===== config.mk =====
export PLATFORM = sky130hd
export DESIGN_NAME = pixel_palette_out
export DESIGN_NICKNAME = d
export VERILOG_FILES = /design/src/rtl/lcd_pkg.sv /design/src/rtl/cgb_palette_ram.sv /design/src/rtl/pixel_palette_out.sv
export SDC_FILE = /design/constraint.sdc
export NUM_CORES = 2
export LEC_CHECK = 0
export BUFFER_PORTS_ARGS = -buffer_cell sky130_fd_sc_hd__buf_2
export CAP_MARGIN = 0
export CELL_PAD_IN_SITES_DETAIL_PLACEMENT = 1
export CELL_PAD_IN_SITES_GLOBAL_PLACEMENT = 2
export CORE_UTILIZATION = 47
export CTS_CLUSTER_SIZE = 30
export DETAILED_ROUTE_END_ITERATION = 7
export PLACE_DENSITY = 0.79
export SLEW_MARGIN = 15
export SYNTH_ARGS = -nofsm -noshare
export SYNTH_HDL_FRONTEND = slang
export SYNTH_SLANG_ARGS = --single-unit

===== constraint.sdc =====
create_clock -name clk -period 46.3 [get_ports clk]
set_input_delay 11.575 -clock clk [delete_from_list [all_inputs] [get_ports clk]]
set_output_delay 11.575 -clock clk [all_outputs]
set_load 0.05 [all_outputs]

===== src/rtl/lcd_pkg.sv =====
// rtl/lcd_pkg.sv - shared LCD output types, register map and DMG shade colours
package lcd_pkg;

  localparam int LCD_W_DEF = 160;
  localparam int LCD_H_DEF = 144;

  typedef logic [14:0] rgb555_t;

  typedef struct packed {
    logic       is_sprite;
    logic [2:0] pal;
    logic [1:0] idx;
  } mixed_pixel_t;

  typedef enum logic [2:0] {
    REG_BGP  = 3'd0,
    REG_OBP0 = 3'd1,
    REG_OBP1 = 3'd2,
    REG_BCPS = 3'd3,
    REG_BCPD = 3'd4,
    REG_OCPS = 3'd5,
    REG_OCPD = 3'd6,
    REG_NONE = 3'd7
  } reg_sel_e;

  localparam rgb555_t DMG_SHADE_0 = 15'h7FFF;
  localparam rgb555_t DMG_SHADE_1 = 15'h56B5;
  localparam rgb555_t DMG_SHADE_2 = 15'h294A;
  localparam rgb555_t DMG_SHADE_3 = 15'h0000;

  function automatic rgb555_t dmg_colour(input logic [1:0] shade);
    case (shade)
      2'd0:    dmg_colour = DMG_SHADE_0;
      2'd1:    dmg_colour = DMG_SHADE_1;
      2'd2:    dmg_colour = DMG_SHADE_2;
      default: dmg_colour = DMG_SHADE_3;
    endcase
  endfunction

endpackage


===== src/rtl/cgb_palette_ram.sv =====
// rtl/cgb_palette_ram.sv - one 64-byte CGB palette RAM with its index/data register pair
module cgb_palette_ram
  import lcd_pkg::*;
(
  input  logic       clk,
  input  logic       reset,
  input  logic       ppu_busy,
  input  logic       spec_wr,
  input  logic       data_wr,
  input  logic [7:0] wdata,
  output logic [7:0] spec_rdata,
  output logic [7:0] data_rdata,
  input  logic [4:0] pix_pair,
  output rgb555_t    pix_rgb
);

  logic [7:0] mem [64];
  logic [5:0] index;
  logic       auto_inc;

  // Auto-increment advances even when the data write itself is blocked by mode 3.
  always_ff @(posedge clk or posedge reset) begin
    if (reset) begin
      index    <= 6'd0;
      auto_inc <= 1'b0;
    end else if (spec_wr) begin
      index    <= wdata[5:0];
      auto_inc <= wdata[7];
    end else if (data_wr && auto_inc) begin
      index <= index + 6'd1;
    end
  end

  always_ff @(posedge clk or posedge reset) begin
    if (reset) begin
      for (int i = 0; i < 64; i++) mem[i] <= 8'hFF;
    end else if (data_wr && !ppu_busy) begin
      mem[index] <= wdata;
    end
  end

  assign spec_rdata = {auto_inc, 1'b1, index};
  assign data_rdata = ppu_busy ? 8'hFF : mem[index];
  assign pix_rgb    = {mem[{pix_pair, 1'b1}][6:0], mem[{pix_pair, 1'b0}]};

endmodule


===== src/rtl/pixel_palette_out.sv =====
// rtl/pixel_palette_out.sv - resolves mixed PPU pixels to RGB555 and emits an x/y-tagged LCD stream
module pixel_palette_out
  import lcd_pkg::*;
#(
  parameter int LCD_W = LCD_W_DEF,
  parameter int LCD_H = LCD_H_DEF
) (
  input  logic        clk,
  input  logic        reset,
  input  logic        cgb_mode,
  input  logic        pix_valid,
  input  logic [5:0]  mix_pixel,
  input  logic        frame_start,
  input  logic        ppu_busy,
  input  logic [2:0]  reg_sel,
  input  logic        reg_wr,
  input  logic [7:0]  reg_wdata,
  output logic [7:0]  reg_rdata,
  output logic        lcd_valid,
  output logic [7:0]  lcd_x,
  output logic [7:0]  lcd_y,
  output logic [14:0] lcd_rgb
);

  localparam logic [7:0] X_LAST = 8'(LCD_W - 1);
  localparam logic [7:0] Y_LAST = 8'(LCD_H - 1);

  reg_sel_e     sel;
  mixed_pixel_t px;
  assign sel = reg_sel_e'(reg_sel);
  assign px  = mixed_pixel_t'(mix_pixel);

  logic [7:0] bgp, obp0, obp1;

  always_ff @(posedge clk or posedge reset) begin
    if (reset) begin
      bgp  <= 8'h00;
      obp0 <= 8'h00;
      obp1 <= 8'h00;
    end else if (reg_wr) begin
      if (sel == REG_BGP)  bgp  <= reg_wdata;
      if (sel == REG_OBP0) obp0 <= reg_wdata;
      if (sel == REG_OBP1) obp1 <= reg_wdata;
    end
  end

  logic [7:0] bg_spec_rdata, bg_data_rdata, obj_spec_rdata, obj_data_rdata;
  rgb555_t    bg_rgb, obj_rgb;

  cgb_palette_ram u_bg_ram (
    .clk        (clk),
    .reset      (reset),
    .ppu_busy   (ppu_busy),
    .spec_wr    (reg_wr && sel == REG_BCPS),
    .data_wr    (reg_wr && sel == REG_BCPD),
    .wdata      (reg_wdata),
    .spec_rdata (bg_spec_rdata),
    .data_rdata (bg_data_rdata),
    .pix_pair   ({px.pal, px.idx}),
    .pix_rgb    (bg_rgb)
  );

  cgb_palette_ram u_obj_ram (
    .clk        (clk),
    .reset      (reset),
    .ppu_busy   (ppu_busy),
    .spec_wr    (reg_wr && sel == REG_OCPS),
    .data_wr    (reg_wr && sel == REG_OCPD),
    .wdata      (reg_wdata),
    .spec_rdata (obj_spec_rdata),
    .data_rdata (obj_data_rdata),
    .pix_pair   ({px.pal, px.idx}),
    .pix_rgb    (obj_rgb)
  );

  always_comb begin
    reg_rdata = 8'hFF;
    case (sel)
      REG_BGP:  reg_rdata = bgp;
      REG_OBP0: reg_rdata = obp0;
      REG_OBP1: reg_rdata = obp1;
      REG_BCPS: reg_rdata = bg_spec_rdata;
      REG_BCPD: reg_rdata = bg_data_rdata;
      REG_OCPS: reg_rdata = obj_spec_rdata;
      REG_OCPD: reg_rdata = obj_data_rdata;
      default:  reg_rdata = 8'hFF;
    endcase
  end

  logic [7:0] x_cnt, y_cnt, pix_x, pix_y;
  assign pix_x = frame_start ? 8'd0 : x_cnt;
  assign pix_y = frame_start ? 8'd0 : y_cnt;

  always_ff @(posedge clk or posedge reset) begin
    if (reset) begin
      x_cnt <= 8'd0;
      y_cnt <= 8'd0;
    end else if (pix_valid) begin
      if (pix_x == X_LAST) begin
        x_cnt <= 8'd0;
        y_cnt <= (pix_y == Y_LAST) ? 8'd0 : pix_y + 8'd1;
      end else begin
        x_cnt <= pix_x + 8'd1;
        y_cnt <= pix_y;
      end
    end else if (frame_start) begin
      x_cnt <= 8'd0;
      y_cnt <= 8'd0;
    end
  end

  // Palette data is sampled as the pixel enters stage 1, so a same-cycle write lands after it.
  logic [7:0] dmg_reg;
  assign dmg_reg = !px.is_sprite ? bgp : (px.pal[0] ? obp1 : obp0);

  logic       s1_valid, s1_cgb;
  logic [7:0] s1_x, s1_y;
  rgb555_t    s1_cgb_rgb;
  logic [1:0] s1_shade;

  always_ff @(posedge clk or posedge reset) begin
    if (reset) begin
      s1_valid   <= 1'b0;
      s1_cgb     <= 1'b0;
      s1_x       <= 8'd0;
      s1_y       <= 8'd0;
      s1_cgb_rgb <= 15'd0;
      s1_shade   <= 2'd0;
    end else begin
      s1_valid <= pix_valid;
      if (pix_valid) begin
        s1_cgb     <= cgb_mode;
        s1_x       <= pix_x;
        s1_y       <= pix_y;
        s1_cgb_rgb <= px.is_sprite ? obj_rgb : bg_rgb;
        s1_shade   <= dmg_reg[{px.idx, 1'b0} +: 2];
      end
    end
  end

  always_ff @(posedge clk or posedge reset) begin
    if (reset) begin
      lcd_valid <= 1'b0;
      lcd_x     <= 8'd0;
      lcd_y     <= 8'd0;
      lcd_rgb   <= 15'd0;
    end else begin
      lcd_valid <= s1_valid;
      if (s1_valid) begin
        lcd_x   <= s1_x;
        lcd_y   <= s1_y;
        lcd_rgb <= s1_cgb ? s1_cgb_rgb : dmg_colour(s1_shade);
      end
    end
  end

endmodule


==> reports/metrics.yaml <==
place:
  gp_congestion: 0.9131
  dp_hpwl_um: 144700
  io_buffer_count: 63
synthesis:
  synth_warnings: 0
  synth.area.top_cells: "dfstp_2, mux2_2, mux4_2"
  synth_top_area_share: 0.4331
  synth-seq-cells: 1145
  syn_inst: 4346
  synth_top_area_cell: "dfstp_2"
  synth_edf_count: 0
  synthesis.area_um2: 62120
  synth_cell_type_count: 81
  synthFlopType: "dfstp_2"
  ys_seq_area_frac: 0.4818
  avgSynthCellArea_um2: 14.29
  postSynth.asyncResetShare: 1.000
  syn_nets: 4374
routing:
  drtIter0Drc: 4423
  dr.pass1.iters: 6
  vias: 41500
  ant_nets: 0
  vias_per_cell: 6.793
  drc: 0
  wl_per_cell_um: 35.81
  totalWireLength_um: 218700
grt:
  grtUsageTotal: 0.3320
  grt_overflow: 0
  grtUsageMet3: 0.07332
  grt_start_max_net_pins: 174
  grt_first_pass_wirelength_um: 319700
  grt_pass1_vias: 42350
  met1_usage: 0.4828
  use_met2: 0.4863
  antenna_found_initial: 14
  busiest_layer: "met2"
die:
  dieArea_um2: 133600
  die_x_um: 365.6
  num_rows: 133
  ios: 64
  core_region_area_um2: 131300
  die_h_um: 365.6
  initial_core_util: 0.4732
power_and_ir_drop:
  power.density_nw_per_um2: 40.36
  ir_worst_vdd_v: 0.00002853
  finalPower_mw: 2.750
  p_leak_nw: 26.60
layout:
  nNetsFinal: 4272
  fillCellCount: 12510
  drive_gt1_frac: 0.7032
  final_core_util: 0.5190
  regArea_um2: 29960
  multi_input_area_um2: 30450
  area_delta_synth_final_pct: 9.688
sta:
  hold_violations: 0
  fmaxAchievable_mhz: 39.15
  setup_viol: 0
  finClkSkew_ns: 0.02163
  rsz0062_at_grt: "false"
  slew_violations: 0
  relSlewSlack: 0.1217
  setup-tns-final_ns: 0
  min_period_over_period: 0.5516
  period_minus_slack_ns: 25.54
  worstMarginPinSlew_ns: 1.299
setup_path:
  worstPathMaxFanout: 29
  cp-end-kind: "output port"
  worstReg2RegEnd: "u_obj_ram.mem[260]"
  cp.required_ns: 34.72
  worst-endpoint-arrival_ns: 13.96
  crit_type: "in2out"
  r2r_cells: 5
  reg2reg_from: "u_obj_ram.index[0]"
  rrSetupSlack_ns: 42.00
  cp-start-kind: "input pin"
clock_tree:
  cts-resized-gates: 0
  clk_latency_ns: 0.79
  cts_buffers: 133
  clock_sinks: 1145
  cts-root-buf: "clkbuf_16"
  path_clk_slew_ns: 0.05
  cts_tree: "yes"
  cts_hold_buf: 0
  h-tree-depth: 4
  cts_setup_buffers: 0
  clk_path_buf_depth: 3
run:
  cap_violations: 0
worst_hold_path:
  hp-class: "reg2reg"
  hold_end: "s1_x[1]"
  hold_start: "s1_x[1]"
  whs_path_depth: 1
outcome:
  status: "completed"
worst max path at each step:
stage / start / to / slack, ns / cells after the start
CTS: reg_sel[0] / reg_rdata[1] / 20.71 / 8
global placement: reg_sel[0] / reg_rdata[1] / 20.83 / 8
floorplan: reset / bgp[0] / 4.17 / 1
detailed placement: reg_sel[0] / reg_rdata[1] / 20.73 / 8
global route: reg_sel[0] / reg_rdata[1] / 20.63 / 8
finish: reg_sel[0] / reg_rdata[1] / 20.76 / 8
stage by stage:
stage / cell area (um2) / hold slack (ns) / instances / setup WS, ns
floorplan: 62120 / 0.3519 / 4346 / 4.173
global placement: 63780 / 0.4841 / 5864 / 20.83
global route: 68130 / 0.5269 / 6104 / 20.63
CTS: 68130 / 0.5048 / 6104 / 20.71
detailed placement: 63780 / 0.4927 / 5864 / 20.73
finish: 68140 / 0.5010 / 6109 / 20.76
flip-flops by register name, indices dropped and copies added (netlist names), 15 cells and up:
signal	count
u_obj_ram.mem	512
s1_cgb_rgb	15
u_bg_ram.mem	512
lcd_rgb	15
synth_stat cells (73+ instances only):
master and count:
a21oi_1 87, a221oi_1 77, a22oi_1 80, buf_2 107
clkbuf_1 211, dfrtp_1 121, dfstp_2 1024, mux2_2 1171
mux2i_1 153, mux4_2 389, nand2_1 135, nor2_1 73
nor2_2 82
layer usage:
layer / vias up / share of wire
met1: 22910 / 0.43
met3: 373 / 0.084
li1: 16560 / -
met2: 1651 / 0.44
met5: - / 0.00031
met4: 10 / 0.038
cell families after synthesis:
family / after synthesis / share of synthesized area
muxes: 1719 / 0.3790
DFF: 1145 / 0.4818
AOI/OAI and AO/OA: 535 / 0.06197
and+or+nand+nor: 520 / 0.04592
buffers and inverters: 411 / 0.02874
xor gates and xnor gates: 12 / 0.001692
adders and majority gates: 4 / 0.0008057
area by class of cell:
| cell class | instances | share of cell area |
|---|---|---|
| inverter | 34 | 0.001983 |
| sequential | 1145 | 0.4396 |
| multi-input combinational | 2790 | 0.4469 |
| clock inverter | 40 | 0.006555 |
| timing repair buffer | 140 | 0.01524 |
| tap | 1755 | 0.03222 |
| antenna | 5 | 0.0001836 |
| clock buffer | 200 | 0.05731 |
layout by cell type, fill, tap and decap left out, types with 20 or more instances in the layout:
cell	n
a22oi_1	80
nand3_1	28
inv_1	30
o21ai_0	68
a31oi_1	23
a221oi_1	77
nor3_1	20
mux2_2	1171
nand2_1	135
clkbuf_8	24
o211ai_1	24
nor2_2	83
o22ai_1	31
buf_2	51
buf_4	79
dfstp_2	1024
mux2i_1	153
dfrtp_1	115
clkbuf_16	137
a21oi_1	87
nor2_1	72
a221o_1	23
clkbuf_1	39
mux4_2	389
critical path, cell delays in order:
cell and delay, ns:
buf_2 0.47, mux2i_1 0.25, o21ai_0 0.14, a22oi_1 0.33, nand4_1 0.15, nor4_1 0.38
o22ai_1 0.35, buf_2 0.32
power breakdown:
group	switching, mW	total [mW]	internal (mW)
Combinational	0.363	0.540	0.177
Sequential	0.0623	1.14	1.08
Clock	0.444	1.07	0.623
Total	0.869	2.75	1.88
Power figures use the tool's default switching activity.
